File: src/rtl/issue_queue_alu_if.sv
`default_nettype none
// ---------------------------------------------------------------------------
// Module      : issue_queue_alu_if
// Description : Dispatch, grant, wakeup and entry-readout signals of the ALU
//               issue queue. The master drives dispatch, flush, grant and
//               wakeup; the slave (the queue) returns status and entry contents.
// Revision    : 1.0 - initial release
// ---------------------------------------------------------------------------
interface issue_queue_alu_if;
  logic        flush;
  logic        disp_en;
  logic [20:0] disp_data;
  logic        disp_ack;
  logic        full;
  logic [2:0]  count;
  logic [6:0]  select_en;
  logic [4:0]  wakeup_reg_ALU0;
  logic [4:0]  wakeup_reg_ALU1;
  logic [4:0]  wakeup_reg_MD;
  logic [4:0]  wakeup_reg_LS;
  logic        wakeup_ALU_en0;
  logic        wakeup_ALU_en1;
  logic        wakeup_MD_en;
  logic        wakeup_LS_en;
  logic [20:0] IQ_ALU_dout0;
  logic [20:0] IQ_ALU_dout1;
  logic [20:0] IQ_ALU_dout2;
  logic [20:0] IQ_ALU_dout3;
  logic [20:0] IQ_ALU_dout4;
  logic [20:0] IQ_ALU_dout5;
  logic [20:0] IQ_ALU_dout6;

  modport master (
    output flush, disp_en, disp_data, select_en,
    output wakeup_reg_ALU0, wakeup_reg_ALU1, wakeup_reg_MD, wakeup_reg_LS,
    output wakeup_ALU_en0, wakeup_ALU_en1, wakeup_MD_en, wakeup_LS_en,
    input  disp_ack, full, count,
    input  IQ_ALU_dout0, IQ_ALU_dout1, IQ_ALU_dout2, IQ_ALU_dout3,
    input  IQ_ALU_dout4, IQ_ALU_dout5, IQ_ALU_dout6
  );

  modport slave (
    input  flush, disp_en, disp_data, select_en,
    input  wakeup_reg_ALU0, wakeup_reg_ALU1, wakeup_reg_MD, wakeup_reg_LS,
    input  wakeup_ALU_en0, wakeup_ALU_en1, wakeup_MD_en, wakeup_LS_en,
    output disp_ack, full, count,
    output IQ_ALU_dout0, IQ_ALU_dout1, IQ_ALU_dout2, IQ_ALU_dout3,
    output IQ_ALU_dout4, IQ_ALU_dout5, IQ_ALU_dout6
  );
endinterface
`default_nettype wire

File: src/rtl/issue_queue_alu.sv
`default_nettype none
// ---------------------------------------------------------------------------
// Module      : issue_queue_alu
// Description : 7-entry compacting ALU issue queue. Entries are kept in age
//               order in slots 0..count-1; granted entries are squeezed out,
//               survivors shift down and a new dispatch lands just above them.
//               Source ready bits are set by four wakeup tag buses, including
//               a bypass into the entry being dispatched in the same cycle.
// Revision    : 1.0 - initial release
// ---------------------------------------------------------------------------
module issue_queue_alu #(
  parameter int DEPTH = 7
) (
  input  logic               clk,
  input  logic               rst_n,
  issue_queue_alu_if.slave   bus
);

  localparam int c_VALID_BIT = 15;
  localparam int c_S1RDY_BIT = 14;
  localparam int c_S2RDY_BIT = 7;

  logic [20:0] r_entry [DEPTH];
  logic [2:0]  r_count;
  logic [20:0] w_next [DEPTH];
  logic [2:0]  w_count_next;
  logic        w_ack;
  logic [3:0]  w_wake_en;
  logic [19:0] w_wake_tag;

  assign w_wake_en  = {bus.wakeup_LS_en, bus.wakeup_MD_en,
                       bus.wakeup_ALU_en1, bus.wakeup_ALU_en0};
  assign w_wake_tag = {bus.wakeup_reg_LS, bus.wakeup_reg_MD,
                       bus.wakeup_reg_ALU1, bus.wakeup_reg_ALU0};

  // True when any enabled wakeup bus carries tag r (tag 0 is not special).
  function automatic logic f_match(input logic [4:0]  r,
                                   input logic [3:0]  en,
                                   input logic [19:0] tags);
    logic m;
    m = 1'b0;
    for (int b = 0; b < 4; b++) begin
      if (en[b] && (tags[b*5 +: 5] == r)) m = 1'b1;
    end
    return m;
  endfunction

  // Ready bits only ever accumulate; reserved fields are untouched.
  function automatic logic [20:0] f_wake(input logic [20:0] e,
                                         input logic [3:0]  en,
                                         input logic [19:0] tags);
    logic [20:0] o;
    o = e;
    o[c_S1RDY_BIT] = e[c_S1RDY_BIT] | f_match(e[12:8], en, tags);
    o[c_S2RDY_BIT] = e[c_S2RDY_BIT] | f_match(e[4:0], en, tags);
    return o;
  endfunction

  // Full is judged on the current count, so a same-cycle grant never frees
  // room for a dispatch. Reset forces the acknowledge low immediately.
  assign bus.full     = (r_count == 3'd7);
  assign w_ack        = rst_n & bus.disp_en & ~bus.full & ~bus.flush;
  assign bus.disp_ack = w_ack;
  assign bus.count    = r_count;

  // Invalid slots are held at zero in state, so the registers feed dout directly.
  assign bus.IQ_ALU_dout0 = r_entry[0];
  assign bus.IQ_ALU_dout1 = r_entry[1];
  assign bus.IQ_ALU_dout2 = r_entry[2];
  assign bus.IQ_ALU_dout3 = r_entry[3];
  assign bus.IQ_ALU_dout4 = r_entry[4];
  assign bus.IQ_ALU_dout5 = r_entry[5];
  assign bus.IQ_ALU_dout6 = r_entry[6];

  // Next state: drop granted valid slots, compact survivors, append dispatch.
  always_comb begin
    logic [3:0]  v_n;
    logic [20:0] v_disp;
    for (int i = 0; i < DEPTH; i++) w_next[i] = '0;
    v_n    = 4'd0;
    v_disp = bus.disp_data;
    v_disp[c_VALID_BIT] = 1'b1;
    for (int i = 0; i < DEPTH; i++) begin
      if (r_entry[i][c_VALID_BIT] && !bus.select_en[i]) begin
        w_next[v_n[2:0]] = f_wake(r_entry[i], w_wake_en, w_wake_tag);
        v_n = v_n + 4'd1;
      end
    end
    // An acknowledged dispatch implies fewer than 7 survivors, so v_n <= 6.
    if (w_ack) begin
      w_next[v_n[2:0]] = f_wake(v_disp, w_wake_en, w_wake_tag);
    end
    w_count_next = v_n[2:0] + {2'b00, w_ack};
    if (bus.flush) begin
      for (int i = 0; i < DEPTH; i++) w_next[i] = '0;
      w_count_next = 3'd0;
    end
  end

  // State register with asynchronous active-low clear.
  always_ff @(posedge clk or negedge rst_n) begin
    if (!rst_n) begin
      for (int i = 0; i < DEPTH; i++) r_entry[i] <= '0;
      r_count <= 3'd0;
    end else begin
      for (int i = 0; i < DEPTH; i++) r_entry[i] <= w_next[i];
      r_count <= w_count_next;
    end
  end

endmodule
`default_nettype wire
File: src/flat_wrapper.sv
// flat-port wrapper written by rule: the top's interface ports become plain ports
module issue_queue_alu_flat 
#(
  parameter int DEPTH = 7
)
  (clk, rst_n, bus_flush, bus_disp_en, bus_disp_data, bus_select_en, bus_wakeup_reg_ALU0, bus_wakeup_reg_ALU1, bus_wakeup_reg_MD, bus_wakeup_reg_LS, bus_wakeup_ALU_en0, bus_wakeup_ALU_en1, bus_wakeup_MD_en, bus_wakeup_LS_en, bus_disp_ack, bus_full, bus_count, bus_IQ_ALU_dout0, bus_IQ_ALU_dout1, bus_IQ_ALU_dout2, bus_IQ_ALU_dout3, bus_IQ_ALU_dout4, bus_IQ_ALU_dout5, bus_IQ_ALU_dout6);
  issue_queue_alu_if bus_i ();
  input  logic clk;
  input  logic rst_n;
  input wire logic [$bits(bus_i.flush)-1:0] bus_flush;
  input wire logic [$bits(bus_i.disp_en)-1:0] bus_disp_en;
  input wire logic [$bits(bus_i.disp_data)-1:0] bus_disp_data;
  input wire logic [$bits(bus_i.select_en)-1:0] bus_select_en;
  input wire logic [$bits(bus_i.wakeup_reg_ALU0)-1:0] bus_wakeup_reg_ALU0;
  input wire logic [$bits(bus_i.wakeup_reg_ALU1)-1:0] bus_wakeup_reg_ALU1;
  input wire logic [$bits(bus_i.wakeup_reg_MD)-1:0] bus_wakeup_reg_MD;
  input wire logic [$bits(bus_i.wakeup_reg_LS)-1:0] bus_wakeup_reg_LS;
  input wire logic [$bits(bus_i.wakeup_ALU_en0)-1:0] bus_wakeup_ALU_en0;
  input wire logic [$bits(bus_i.wakeup_ALU_en1)-1:0] bus_wakeup_ALU_en1;
  input wire logic [$bits(bus_i.wakeup_MD_en)-1:0] bus_wakeup_MD_en;
  input wire logic [$bits(bus_i.wakeup_LS_en)-1:0] bus_wakeup_LS_en;
  output wire logic [$bits(bus_i.disp_ack)-1:0] bus_disp_ack;
  output wire logic [$bits(bus_i.full)-1:0] bus_full;
  output wire logic [$bits(bus_i.count)-1:0] bus_count;
  output wire logic [$bits(bus_i.IQ_ALU_dout0)-1:0] bus_IQ_ALU_dout0;
  output wire logic [$bits(bus_i.IQ_ALU_dout1)-1:0] bus_IQ_ALU_dout1;
  output wire logic [$bits(bus_i.IQ_ALU_dout2)-1:0] bus_IQ_ALU_dout2;
  output wire logic [$bits(bus_i.IQ_ALU_dout3)-1:0] bus_IQ_ALU_dout3;
  output wire logic [$bits(bus_i.IQ_ALU_dout4)-1:0] bus_IQ_ALU_dout4;
  output wire logic [$bits(bus_i.IQ_ALU_dout5)-1:0] bus_IQ_ALU_dout5;
  output wire logic [$bits(bus_i.IQ_ALU_dout6)-1:0] bus_IQ_ALU_dout6;
  assign bus_i.flush = bus_flush;
  assign bus_i.disp_en = bus_disp_en;
  assign bus_i.disp_data = bus_disp_data;
  assign bus_i.select_en = bus_select_en;
  assign bus_i.wakeup_reg_ALU0 = bus_wakeup_reg_ALU0;
  assign bus_i.wakeup_reg_ALU1 = bus_wakeup_reg_ALU1;
  assign bus_i.wakeup_reg_MD = bus_wakeup_reg_MD;
  assign bus_i.wakeup_reg_LS = bus_wakeup_reg_LS;
  assign bus_i.wakeup_ALU_en0 = bus_wakeup_ALU_en0;
  assign bus_i.wakeup_ALU_en1 = bus_wakeup_ALU_en1;
  assign bus_i.wakeup_MD_en = bus_wakeup_MD_en;
  assign bus_i.wakeup_LS_en = bus_wakeup_LS_en;
  assign bus_disp_ack = bus_i.disp_ack;
  assign bus_full = bus_i.full;
  assign bus_count = bus_i.count;
  assign bus_IQ_ALU_dout0 = bus_i.IQ_ALU_dout0;
  assign bus_IQ_ALU_dout1 = bus_i.IQ_ALU_dout1;
  assign bus_IQ_ALU_dout2 = bus_i.IQ_ALU_dout2;
  assign bus_IQ_ALU_dout3 = bus_i.IQ_ALU_dout3;
  assign bus_IQ_ALU_dout4 = bus_i.IQ_ALU_dout4;
  assign bus_IQ_ALU_dout5 = bus_i.IQ_ALU_dout5;
  assign bus_IQ_ALU_dout6 = bus_i.IQ_ALU_dout6;
  issue_queue_alu #(.DEPTH(DEPTH)) u_core (.clk(clk), .rst_n(rst_n), .bus(bus_i));
endmodule
File: config.mk
export PLATFORM = sky130hd
export DESIGN_NAME = issue_queue_alu_flat
export DESIGN_NICKNAME = d
export VERILOG_FILES = /design/src/rtl/issue_queue_alu_if.sv /design/src/rtl/issue_queue_alu.sv /design/src/flat_wrapper.sv
export SDC_FILE = /design/constraint.sdc
export NUM_CORES = 1
export LEC_CHECK = 0
export CAP_MARGIN = 10
export CELL_PAD_IN_SITES_DETAIL_PLACEMENT = 1
export CELL_PAD_IN_SITES_GLOBAL_PLACEMENT = 1
export CORE_MARGIN = 1
export CORE_UTILIZATION = 38
export CTS_CLUSTER_DIAMETER = 60
export DETAILED_ROUTE_END_ITERATION = 8
export PLACE_DENSITY_LB_ADDON = 0.1
export SYNTH_ARGS = -nofsm -noshare
export SYNTH_HDL_FRONTEND = slang
export SYNTH_SLANG_ARGS = --single-unit
File: constraint.sdc
create_clock -name clk -period 5.98 [get_ports clk]
set_clock_uncertainty 0.15 [all_clocks]
set_input_delay 0.598 -clock clk [delete_from_list [all_inputs] [get_ports clk]]
set_output_delay 0.598 -clock clk [all_outputs]
set_load 0.01 [all_outputs]
==> results of run 1 <==
-- path summary, 6_finish.rpt --
check,startpoint,to,depth (start not counted)
setup / recovery,bus_select_en[1],u_core.bus.IQ_ALU_dout3[4]$_DFF_PN0_,21
hold / removal,rst_n,u_core.bus.IQ_ALU_dout3[14]$_DFF_PN0_,2
setup reg to reg,u_core.bus.IQ_ALU_dout2[15]$_DFF_PN0_,u_core.bus.IQ_ALU_dout3[4]$_DFF_PN0_,21
hold reg to reg,u_core.bus.IQ_ALU_dout6[5]$_DFF_PN0_,u_core.bus.IQ_ALU_dout1[5]$_DFF_PN0_,2
max in group asynchronous,rst_n,u_core.bus.IQ_ALU_dout0[12]$_DFF_PN0_,3
min in group clk,bus_flush,u_core.bus.count[0]$_DFF_PN0_,2
-- critical path, stage by stage --
cell and delay (ns):
clkdlybuf4s50_1 0.48, nand2b_1 0.19, inv_1 0.10, fa_1 0.50
ha_1 0.33, nand2_1 0.09, nand2_1 0.09, ha_1 0.31
nor2_1 0.05, a31o_2 0.22, inv_2 0.06, ha_1 0.21
or3b_2 0.44, o31ai_1 0.09, a21oi_2 0.07, ha_1 0.28
mux2i_1 0.17, inv_1 0.13, and3_1 0.38, nor2_4 0.66
a22o_1 0.25
-- layout make-up --
type	count	share of cell area
Sequential cell	150	0.198
Clock inverter	8	0.00496
Timing Repair Buffer	307	0.154
Inverter	6	0.00119
Multi-Input combinational cell	1666	0.580
Clock buffer	24	0.0265
Tap cell	532	0.0352
-- where the power goes --
part / internal [mW] / switching, mW
combinational: 0.127 / 0.239
clock: 0.668 / 0.479
sequential: 1.02 / 0.00702
total: 1.81 / 0.726
-- routing by layer --
metal  part of all wire  up-vias  global-route usage
li1                   -     7737                   -
met1               0.40     9049               0.490
met2               0.45     1054               0.621
met3              0.093      299              0.0805
met4              0.057        0               0.229
met5                  0        -                   0
-- state kept, by name, summed over array words and instances (netlist names) --
register,cells
u_core.bus.IQ_ALU_dout0,21
u_core.bus.IQ_ALU_dout1,21
u_core.bus.IQ_ALU_dout2,21
u_core.bus.IQ_ALU_dout3,21
u_core.bus.IQ_ALU_dout4,21
u_core.bus.IQ_ALU_dout5,21
u_core.bus.IQ_ALU_dout6,21
u_core.bus.count,3
-- Yosys cell counts, types with 11 or more instances --
| master | count |
|---|---|
| o22ai_1 | 11 |
| nand2b_1 | 12 |
| buf_1 | 24 |
| buf_2 | 32 |
| xnor2_1 | 68 |
| nor4_1 | 72 |
| nor2_1 | 251 |
| a22o_1 | 36 |
| nand3_1 | 79 |
| nor3_1 | 132 |
| mux2i_1 | 21 |
| a32oi_1 | 18 |
| a31oi_1 | 18 |
| o21ai_0 | 44 |
| a22oi_1 | 39 |
| dfrtp_1 | 150 |
| a21oi_1 | 111 |
| o311ai_0 | 18 |
| nand2_1 | 123 |
| a221oi_1 | 72 |
| xor2_1 | 256 |
| a211oi_1 | 131 |
| clkbuf_1 | 229 |
| o211ai_1 | 37 |
| and3_1 | 11 |
-- cells in the final DEF, fill, tap and decap left out, types with 21 or more instances in the layout --
cell             synthesis  final
clkdlybuf4s50_1          0    204
a22o_1                  36     36
xnor2_1                 68     68
nor2_1                 251    249
a21oi_1                111    111
nor4_1                  72     70
dfrtp_1                150    150
nand2_1                123    123
a22oi_1                 39     39
a211oi_1               131    131
o21ai_0                 44     44
a221oi_1                72     72
o211ai_1                37     37
nor3_1                 132    124
mux2i_1                 21     21
xor2_1                 256    256
nand3_1                 79     77
buf_4                    0     94
-- cell families after synthesis --
| kind of cell | count (synthesis) | share of synthesized area |
|---|---|---|
| AND/OR/NAND/NOR | 739 | 0.223 |
| adder cells (fa/ha/maj) | 10 | 0.00842 |
| multiplexers | 24 | 0.0155 |
| flip-flops | 150 | 0.238 |
| buffers and inverters | 291 | 0.0718 |
| XOR/XNOR | 331 | 0.189 |
| AO/OA/AOI/OAI | 562 | 0.254 |
==> impl_results.md, run 1 <==
* Grt total ovfl at 0
* Setup crit end kind: flop
* Post-synth top area share at 0.238
* Drt initial violations at 1723
* Synthesized cell area at 15800 µm²
* Final WL at slightly above 80000 µm
* Final net count at 2214
* Async SR Flop Fraction at 1.00
* Finish-stage setup viols at 0
* Antenna violations before repair at 0
* Post-synth top area cell: dfrtp_1
* Required @ worst endpoint at 6.21 ns
* FP Rows at 74
* Max-slew headroom at 0.231
* DR WL/cell at between 30 and 40 µm
* Vias per inst at approximately 6.7
* Post-detail-place hpwl at 54800 µm
* Pre-CTS WS at around 0.11 ns
* Total power at 2.54 mW
* Die Wd at 206 µm
* Die Span Y at roughly 200 µm
* Final Util at 0.464
* Slew Viols, Final at 0
* Worst path arrival time at ~5.7 ns
* CP Launch Type: input port
* FF+latch count, synth at 150
* RSZ-0062 raised after global routing: false
* Worst-path clk slew at 0.06 ns
* Share of cells above drive strength 1 at 0.0782
* Register area at 3750 µm²
* Clock Sinks at 150
* Htree depth at 4
* Hold_buf cts at 1
* Syn nets at 2173
* EDFF count, synth at 0
* Status: finished, final reports clean
* Design area at 18900 µm²
* Post-CTS Setup Bufs at 0
* Antenna diodes at 0
* Top cells by area, synth: dfrtp_1 24%, xor2_1 14%, a211oi_1 6.2%
* YS warnings at 0
* Global-route wire length before repair at 122000 µm
* DP Cell Count at between 2000 and 3000
* # DRC at 0
* Max Cap Violations at 0
* Power Density at 134 nW/µm²
* Cts bufs inserted at 17
* R2R Setup Slk at 0.61 ns
* Port Buffers at 206
* Minimum clock period at roughly 5.5 ns
* Area added between synthesis and finish at 20.1%
* Register area share after synthesis at 0.238
* Period utilization at 0.918
* Core area at 40800 µm²
* Ports at approximately 210
* Maximum clock frequency at 182 MHz
* Die ar. at 42300 µm²
* Final Wtd Congestion at slightly above 0.9
* Multi-input gate area at 11000 µm²
* Total GRT Usage at 0.391
* Setup tns final at 0 ns
* Starting Density at 0.386
* Worst skew pair latency at about 0.46 ns
* Routed vias at 18100
* LEAKAGE at 7.83 nW
* Largest net degree at the start of global routing at 124
* Final WS setup at 0.493 ns
* Slew @ Worst Pin at 1.15 ns
* Crit Path Category: input port to flop
* Syn Area/Cell at around 7.5 µm²
* Synth Flop Type: dfrtp_1
* Final Instance Count excl. Fillers at 2693
* Drt pass-1 iters at 5
* Peak VDD IR at 140 µV
* Post-DP Area at 18300 µm²
* CTS tree: built
* Root buf cell: clkbuf_16
* Vias in the first global route at about 19000
* DRT antenna net count at 0
* Clock Tree Buf Depth at 2
* Post-CTS resize count at 0
* Worst Hold Class: input port to async pin
* Crit-path max FO at 18
* Fill cells at 4955
* Hold Vio Cnt, Final at 0
* Hold_ws at 0.472 ns
* Netlist cell types at 71
* Mapped Cells at 2107
No activity file was read; power rests on OpenSTA's default activity.
==> run 2, diff against run 1 <==
--- a/config.mk
+++ b/config.mk
@@ -8,10 +8,10 @@
 export CAP_MARGIN = 10
 export CELL_PAD_IN_SITES_DETAIL_PLACEMENT = 1
 export CELL_PAD_IN_SITES_GLOBAL_PLACEMENT = 1
-export CORE_MARGIN = 1
 export CORE_UTILIZATION = 38
 export CTS_CLUSTER_DIAMETER = 60
 export DETAILED_ROUTE_END_ITERATION = 8
+export GPL_TIMING_DRIVEN = 0
 export PLACE_DENSITY_LB_ADDON = 0.1
 export SYNTH_ARGS = -nofsm -noshare
 export SYNTH_HDL_FRONTEND = slang
==> impl_results.md, run 2 (synthesis gave the netlist of run 1 again) <==
* DRT antenna net count at 0 (unchanged)
* Most common cell after layout, fill and taps aside: xor2_1 (unchanged)
* Final Wtd Congestion at 1.06 (was 0.910)
* Worst path arrival time at 6.12 ns (was 5.72 ns)
* Die Wd at 206 µm (unchanged)
* Slew Viols, Final at 0 (unchanged)
* CP Launch Type: input port (unchanged)
* DR WL/cell at 36.8 µm (was 30.7 µm)
* Vias in the first global route at 19800 (was 18500)
* Largest net degree at the start of global routing at 89 (was 124)
* Post-DP Area at 18300 µm² (about the same)
* Minimum clock period at 5.95 ns (was 5.49 ns)
* Final net count at 2392 (was 2214)
* Ports at 208 (unchanged)
* Die ar. at 42300 µm² (unchanged)
* Status: finished, final reports clean (unchanged)
* Core area at 40800 µm² (unchanged)
* Starting Density at 0.386 (unchanged)
* Max Cap Violations at 0 (unchanged)
* Clock Sinks at 150 (unchanged)
* Max-slew headroom at 0.0259 (was 0.231)
* Power Density at 138 nW/µm² (was 134 nW/µm²)
* Required @ worst endpoint at 6.15 ns (was 6.21 ns)
* Finish-stage setup viols at 0 (unchanged)
* Antenna diodes at 0 (unchanged)
* Die Span Y at 206 µm (unchanged)
* Cts bufs inserted at 17 (unchanged)
* Design area at 19600 µm² (was 18900 µm²)
* Post-detail-place hpwl at 74900 µm (was 54800 µm)
* Register area at 3750 µm² (unchanged)
* Maximum clock frequency at 168 MHz (was 182 MHz)
* Hold_ws at 0.531 ns (was 0.472 ns)
* Area added between synthesis and finish at 24.3% (was 20.1%)
* Root buf cell: clkbuf_16 (unchanged)
* Total power at 2.70 mW (was 2.54 mW)
* LEAKAGE at 7.93 nW (was 7.83 nW)
* Final WL at 106000 µm (was 82700 µm)
* Routed vias at 20300 (was 18100)
* Antenna violations before repair at 1 (was 0)
* Clock Tree Buf Depth at 2 (unchanged)
* Multi-input gate area at 11300 µm² (was 11000 µm²)
* CTS tree: built (unchanged)
* Worst skew pair latency at 0.49 ns (was 0.46 ns)
* Htree depth at 4 (unchanged)
* Hold Vio Cnt, Final at 0 (unchanged)
* Drt pass-1 iters at 5 (unchanged)
* Setup crit end kind: flop (unchanged)
* Share of cells above drive strength 1 at 0.0812 (was 0.0782)
* Crit-path max FO at 10 (was 18)
* Total GRT Usage at 0.495 (was 0.391)
* Worst Hold Class: input port to async pin (unchanged)
* Crit Path Category: input port to flop (unchanged)
* Port Buffers at 182 (was 206)
* Grt total ovfl at 0 (unchanged)
* Global-route wire length before repair at 146000 µm (was 122000 µm)
* Most frequent cells in the layout: 256 x xor2_1, 251 x nor2_1, 192 x clkbuf_1 (was 256 x xor2_1, 249 x nor2_1, 204 x clkdlybuf4s50_1)
* FP Rows at 74 (unchanged)
* Period utilization at 0.995 (was 0.918)
* Worst-path clk slew at 0.08 ns (was 0.06 ns)
* Peak VDD IR at 234 µV (was 140 µV)
* Vias per inst at 7.07 (was 6.74)
* Slew @ Worst Pin at 1.46 ns (was 1.15 ns)
* Fill cells at 5041 (was 4955)
* Drt initial violations at 2735 (was 1723)
* # DRC at 0 (unchanged)
==> run 2: path summary, 6_finish.rpt <==
path	start	endpoint	slack, ns	depth (start not counted)
max	bus_select_en[1]	u_core.bus.IQ_ALU_dout0[7]$_DFF_PN0_	0.03	25
max reg2reg	u_core.bus.IQ_ALU_dout2[15]$_DFF_PN0_	u_core.bus.IQ_ALU_dout0[7]$_DFF_PN0_	0.16	23
min reg2reg	u_core.bus.IQ_ALU_dout6[13]$_DFF_PN0_	u_core.bus.IQ_ALU_dout1[13]$_DFF_PN0_	0.65	2
max in group asynchronous	rst_n	u_core.bus.IQ_ALU_dout4[14]$_DFF_PN0_	4.25	3
min in group clk	u_core.bus.IQ_ALU_dout6[13]$_DFF_PN0_	u_core.bus.IQ_ALU_dout1[13]$_DFF_PN0_	0.65	2
min	rst_n	u_core.bus.IQ_ALU_dout0[14]$_DFF_PN0_	0.53	2
==> run 2: what timing repair did <==
action / CTS / global route
hold buffers: 1 / 0
gates resized for setup: 109 / 34
cloned: 1 / 1
buffers inserted: 5 / 9
pin swaps: 5 / 9
endpoints found under the hold margin: 63 / 0
endpoints found under the setup margin: 149 / 144
==> run 2: layout make-up <==
type	count	area share
buffer	283	0.0634
sequential	150	0.192
multi-input combinational	1668	0.575
inverter	6	0.00147
clock inverter	15	0.0110
clock buffer	17	0.0217
tap	532	0.0340
timing repair buffer	200	0.102
==> run 2: layer usage <==
metal  share of wire  vias up  wire length, µm  global-route usage
met5         0.00012        -               13                   0
met4           0.075        2             7950               0.338
met3            0.13      486            13200               0.141
met2            0.42     1682            44200               0.724
met1            0.38    10000            40100               0.627
li1                -     8119                -                   -
==> run 2: worst max-delay path: stages <==
cell and delay (ns):
clkdlybuf4s50_1 0.48, nand2b_1 0.32, ha_4 0.25, and2_2 0.24, clkbuf_8 0.23, nor2_1 0.09
ha_1 0.30, nand2_2 0.13, nand2_1 0.12, ha_1 0.36, nor2_1 0.07, a31o_4 0.25
inv_4 0.10, ha_1 0.23, or3b_2 0.45, o31ai_2 0.13, a21oi_4 0.11, ha_4 0.28
mux2i_4 0.24, inv_2 0.12, nor3_4 0.32, buf_4 0.18, clkbuf_8 0.18, nand3b_1 0.09
o211ai_1 0.26
==> run 2: metrics by stage <==
stage	setup TNS (ns)	utilization	setup slack, ns	cells
2_1_floorplan	0	-	0.225	2107
3_3_place_gp	-848.34	0.447	-3.66	2821
3_5_place_dp	-243.76	0.448	-2.29	2824
4_1_cts	-0.0531	0.475	-0.0362	2861
5_1_grt	-0.0118	0.480	-0.0118	2871
6_report	0	0.480	0.0316	2871
==> run 2: where the power goes <==
part / leakage, nW / total (mW) / switching [mW] / internal [mW]
registers: 2.09 / 1.02 / 0.00316 / 1.02
logic: 5.53 / 0.407 / 0.286 / 0.121
clock network: 0.308 / 1.27 / 0.562 / 0.711
==> run 3, diff against run 2 <==
--- a/config.mk
+++ b/config.mk
@@ -13,6 +13,7 @@
 export DETAILED_ROUTE_END_ITERATION = 8
 export GPL_TIMING_DRIVEN = 0
 export PLACE_DENSITY_LB_ADDON = 0.1
+export SKIP_LAST_GASP = 1
 export SYNTH_ARGS = -nofsm -noshare
 export SYNTH_HDL_FRONTEND = slang
 export SYNTH_SLANG_ARGS = --single-unit
==> impl_results.md, run 3 (synthesis gave the netlist of run 1 again) <==
* Status: finished, final reports clean (unchanged)
* Antenna violations before repair at 3 (was 1)
* Hold Vio Cnt, Final at 0 (unchanged)
* Slew Viols, Final at 0 (unchanged)
* Core area at 40800 µm² (unchanged)
* Max-slew headroom at 0.0766 (was 0.0259)
* # DRC at 0 (unchanged)
* Net Sw Frac at 0.315 (about the same)
* Cts bufs inserted at 17 (unchanged)
* Maximum clock frequency at 168 MHz (about the same)
* FP Rows at 74 (unchanged)
* Largest net degree at the start of global routing at 89 (unchanged)
* Peak VDD IR at 237 µV (was 234 µV)
* Htree depth at 4 (unchanged)
* Final Instance Count excl. Fillers at 2872 (was 2871)
* Final Wtd Congestion at 1.06 (unchanged)
* Grt total ovfl at 0 (unchanged)
* Worst Hold Class: input port to async pin (unchanged)
* Worst skew pair latency at 0.50 ns (was 0.49 ns)
* CTS tree: built (unchanged)
* Vias in the first global route at 19700 (was 19800)
* Required @ worst endpoint at 6.18 ns (was 6.15 ns)
* Drt pass-1 iters at 6 (was 5)
* Crit Path Category: input port to flop (unchanged)
* CP max stage cell: clkbuf_1 (was clkdlybuf4s50_1)
* Starting Density at 0.386 (unchanged)
* Power Density at 138 nW/µm² (about the same)
* Vias per inst at 7.04 (was 7.07)
* Fill cells at 5048 (was 5041)
* Clock Sinks at 150 (unchanged)
* Die Span Y at 206 µm (unchanged)
* Most frequent cells in the layout: 256 x xor2_1, 251 x nor2_1, 193 x clkbuf_1 (was 256 x xor2_1, 251 x nor2_1, 192 x clkbuf_1)
* Clock Tree Buf Depth at 2 (unchanged)
* Most common cell after layout, fill and taps aside: xor2_1 (unchanged)
* Routed vias at 20200 (was 20300)
* Clk pwr share at 0.472 (was 0.471)
* Drt initial violations at 2839 (was 2735)
* CP peak stage delay at 0.85 ns (was 0.48 ns)
* Worst path arrival time at 6.17 ns (was 6.12 ns)
* Die ar. at 42300 µm² (unchanged)
* CP startpoint: bus_select_en[1] (unchanged)
* Setup crit end kind: flop (unchanged)
* Port Buffers at 182 (unchanged)
* Worst-path clk slew at 0.07 ns (was 0.08 ns)
* Period utilization at 0.997 (was 0.995)
* Area added between synthesis and finish at 24.2% (was 24.3%)
* DR WL/cell at 36.6 µm (was 36.8 µm)
* Int Pwr at 1.85 mW (about the same)
* Seq pwr share at 0.378 (about the same)
* DRT antenna net count at 0 (unchanged)
* Final WL at 105000 µm (was 106000 µm)
* Max Cap Violations at 0 (unchanged)
* Reg2reg start: u_core.bus.IQ_ALU_dout2[15]$_DFF_PN0_ (unchanged)
* LEAKAGE at 7.92 nW (was 7.93 nW)
* Share of cells above drive strength 1 at 0.0795 (was 0.0812)
* Minimum clock period at 5.96 ns (was 5.95 ns)
* Ports at 208 (unchanged)
* Finish-stage setup viols at 0 (unchanged)
* Switch Pwr at 0.851 mW (was 0.852 mW)
* Setup tns final at 0 ns (unchanged)
* Slew @ Worst Pin at 1.39 ns (was 1.46 ns)
* Die Wd at 206 µm (unchanged)
* CP Launch Type: input port (unchanged)
* Final net count at 2392 (unchanged)
* Total GRT Usage at 0.495 (about the same)
* DP Cell Count at 2824 (unchanged)
* Post-detail-place hpwl at 74900 µm (unchanged)
* Crit-path max FO at 10 (unchanged)
* Logic pwr share at 0.150 (was 0.151)
* Global-route wire length before repair at 146000 µm (about the same)
* Root buf cell: clkbuf_16 (unchanged)
* Worst-path cell chain: clkdlybuf4s50_1, nand2b_1, ha_4, and2_2, clkbuf_8, nor2_1, ha_1, nand2_2, nand2_1, ha_1, nor2_1, a31o_4, inv_4, ha_1, or3b_2, o31ai_1, a21oi_4, nand2_1, nor2_1, clkbuf_1, o21ai_0, a22o_1
-- run 3: layout make-up --
cell class / instances / area (µm²) / share of cell area
antenna: 1 / 2.50 / 0.000128
sequential: 150 / 3750 / 0.192
clock inverter: 15 / 216 / 0.0111
tap: 532 / 666 / 0.0340
clock buffer: 17 / 425 / 0.0217
inverter: 6 / 28.8 / 0.00147
timing repair buffer: 201 / 2000 / 0.102
buffer: 283 / 1240 / 0.0634
multi-input combinational: 1667 / 11200 / 0.574
-- run 3: final timing paths --
kind / depth (start not counted) / slack, ns / end
min reg2reg: 2 / 0.65 / u_core.bus.IQ_ALU_dout1[13]$_DFF_PN0_
min in group clk: 2 / 0.65 / u_core.bus.IQ_ALU_dout1[13]$_DFF_PN0_
max reg2reg: 20 / 0.13 / u_core.bus.IQ_ALU_dout3[0]$_DFF_PN0_
max in group asynchronous: 3 / 4.19 / u_core.bus.IQ_ALU_dout0[3]$_DFF_PN0_
max: 22 / 0.02 / u_core.bus.IQ_ALU_dout3[0]$_DFF_PN0_
min: 2 / 0.53 / u_core.bus.IQ_ALU_dout0[14]$_DFF_PN0_
-- run 3: worst max-delay path, delay by kind of cell --
family / cells / cell delay (ns)
compound gates: 5 / 1.21
simple gates: 9 / 1.59
fa+ha+maj: 4 / 1.14
buf+inv: 4 / 1.61
-- run 3: metal layers --
| layer | part of all wire | wire length, µm | GRT usage |
|---|---|---|---|
| met5 | 0.00023 | 24 | 0 |
| met4 | 0.078 | 8170 | 0.347 |
| met3 | 0.12 | 12600 | 0.139 |
| met2 | 0.42 | 44100 | 0.721 |
| met1 | 0.38 | 40200 | 0.627 |
-- run 3: what timing repair did --
| item | 4_1_cts | 5_1_grt |
|---|---|---|
| hold buffers | 1 | 0 |
| endpoints found under the hold margin | 63 | 0 |
| pin swaps | 5 | 6 |
| setup buffers | 5 | 10 |
| gates cloned | 1 | 0 |
| resized for setup | 105 | 30 |
| setup endpoints to repair | 149 | 147 |
-- run 3: power by group through the flow --
stage,logic [mW],clock network [mW],registers [mW]
3_3_place_gp,0.366,0,1.04
6_report,0.406,1.27,1.02
2_1_floorplan,0.199,0,1.04
5_1_grt,0.416,1.30,1.02
3_5_place_dp,0.377,0,1.04
4_1_cts,0.386,1.26,1.02
-- run 3: through the flow --
| step | util | hold WS (ns) | setup slack [ns] | cell area, µm² | power, mW |
|---|---|---|---|---|---|
| finish | 0.479 | 0.525 | 0.0188 | 19600 | 2.70 |
| global route | 0.479 | 0.601 | -0.00451 | 19600 | 2.74 |
| CTS | 0.475 | 0.541 | -0.123 | 19400 | 2.67 |
| detailed placement | 0.448 | 0.445 | -2.29 | 18300 | 1.42 |
| global placement | 0.447 | 0.599 | -3.66 | 18200 | 1.41 |
| floorplan | - | 0.152 | 0.225 | 15800 | 1.24 |
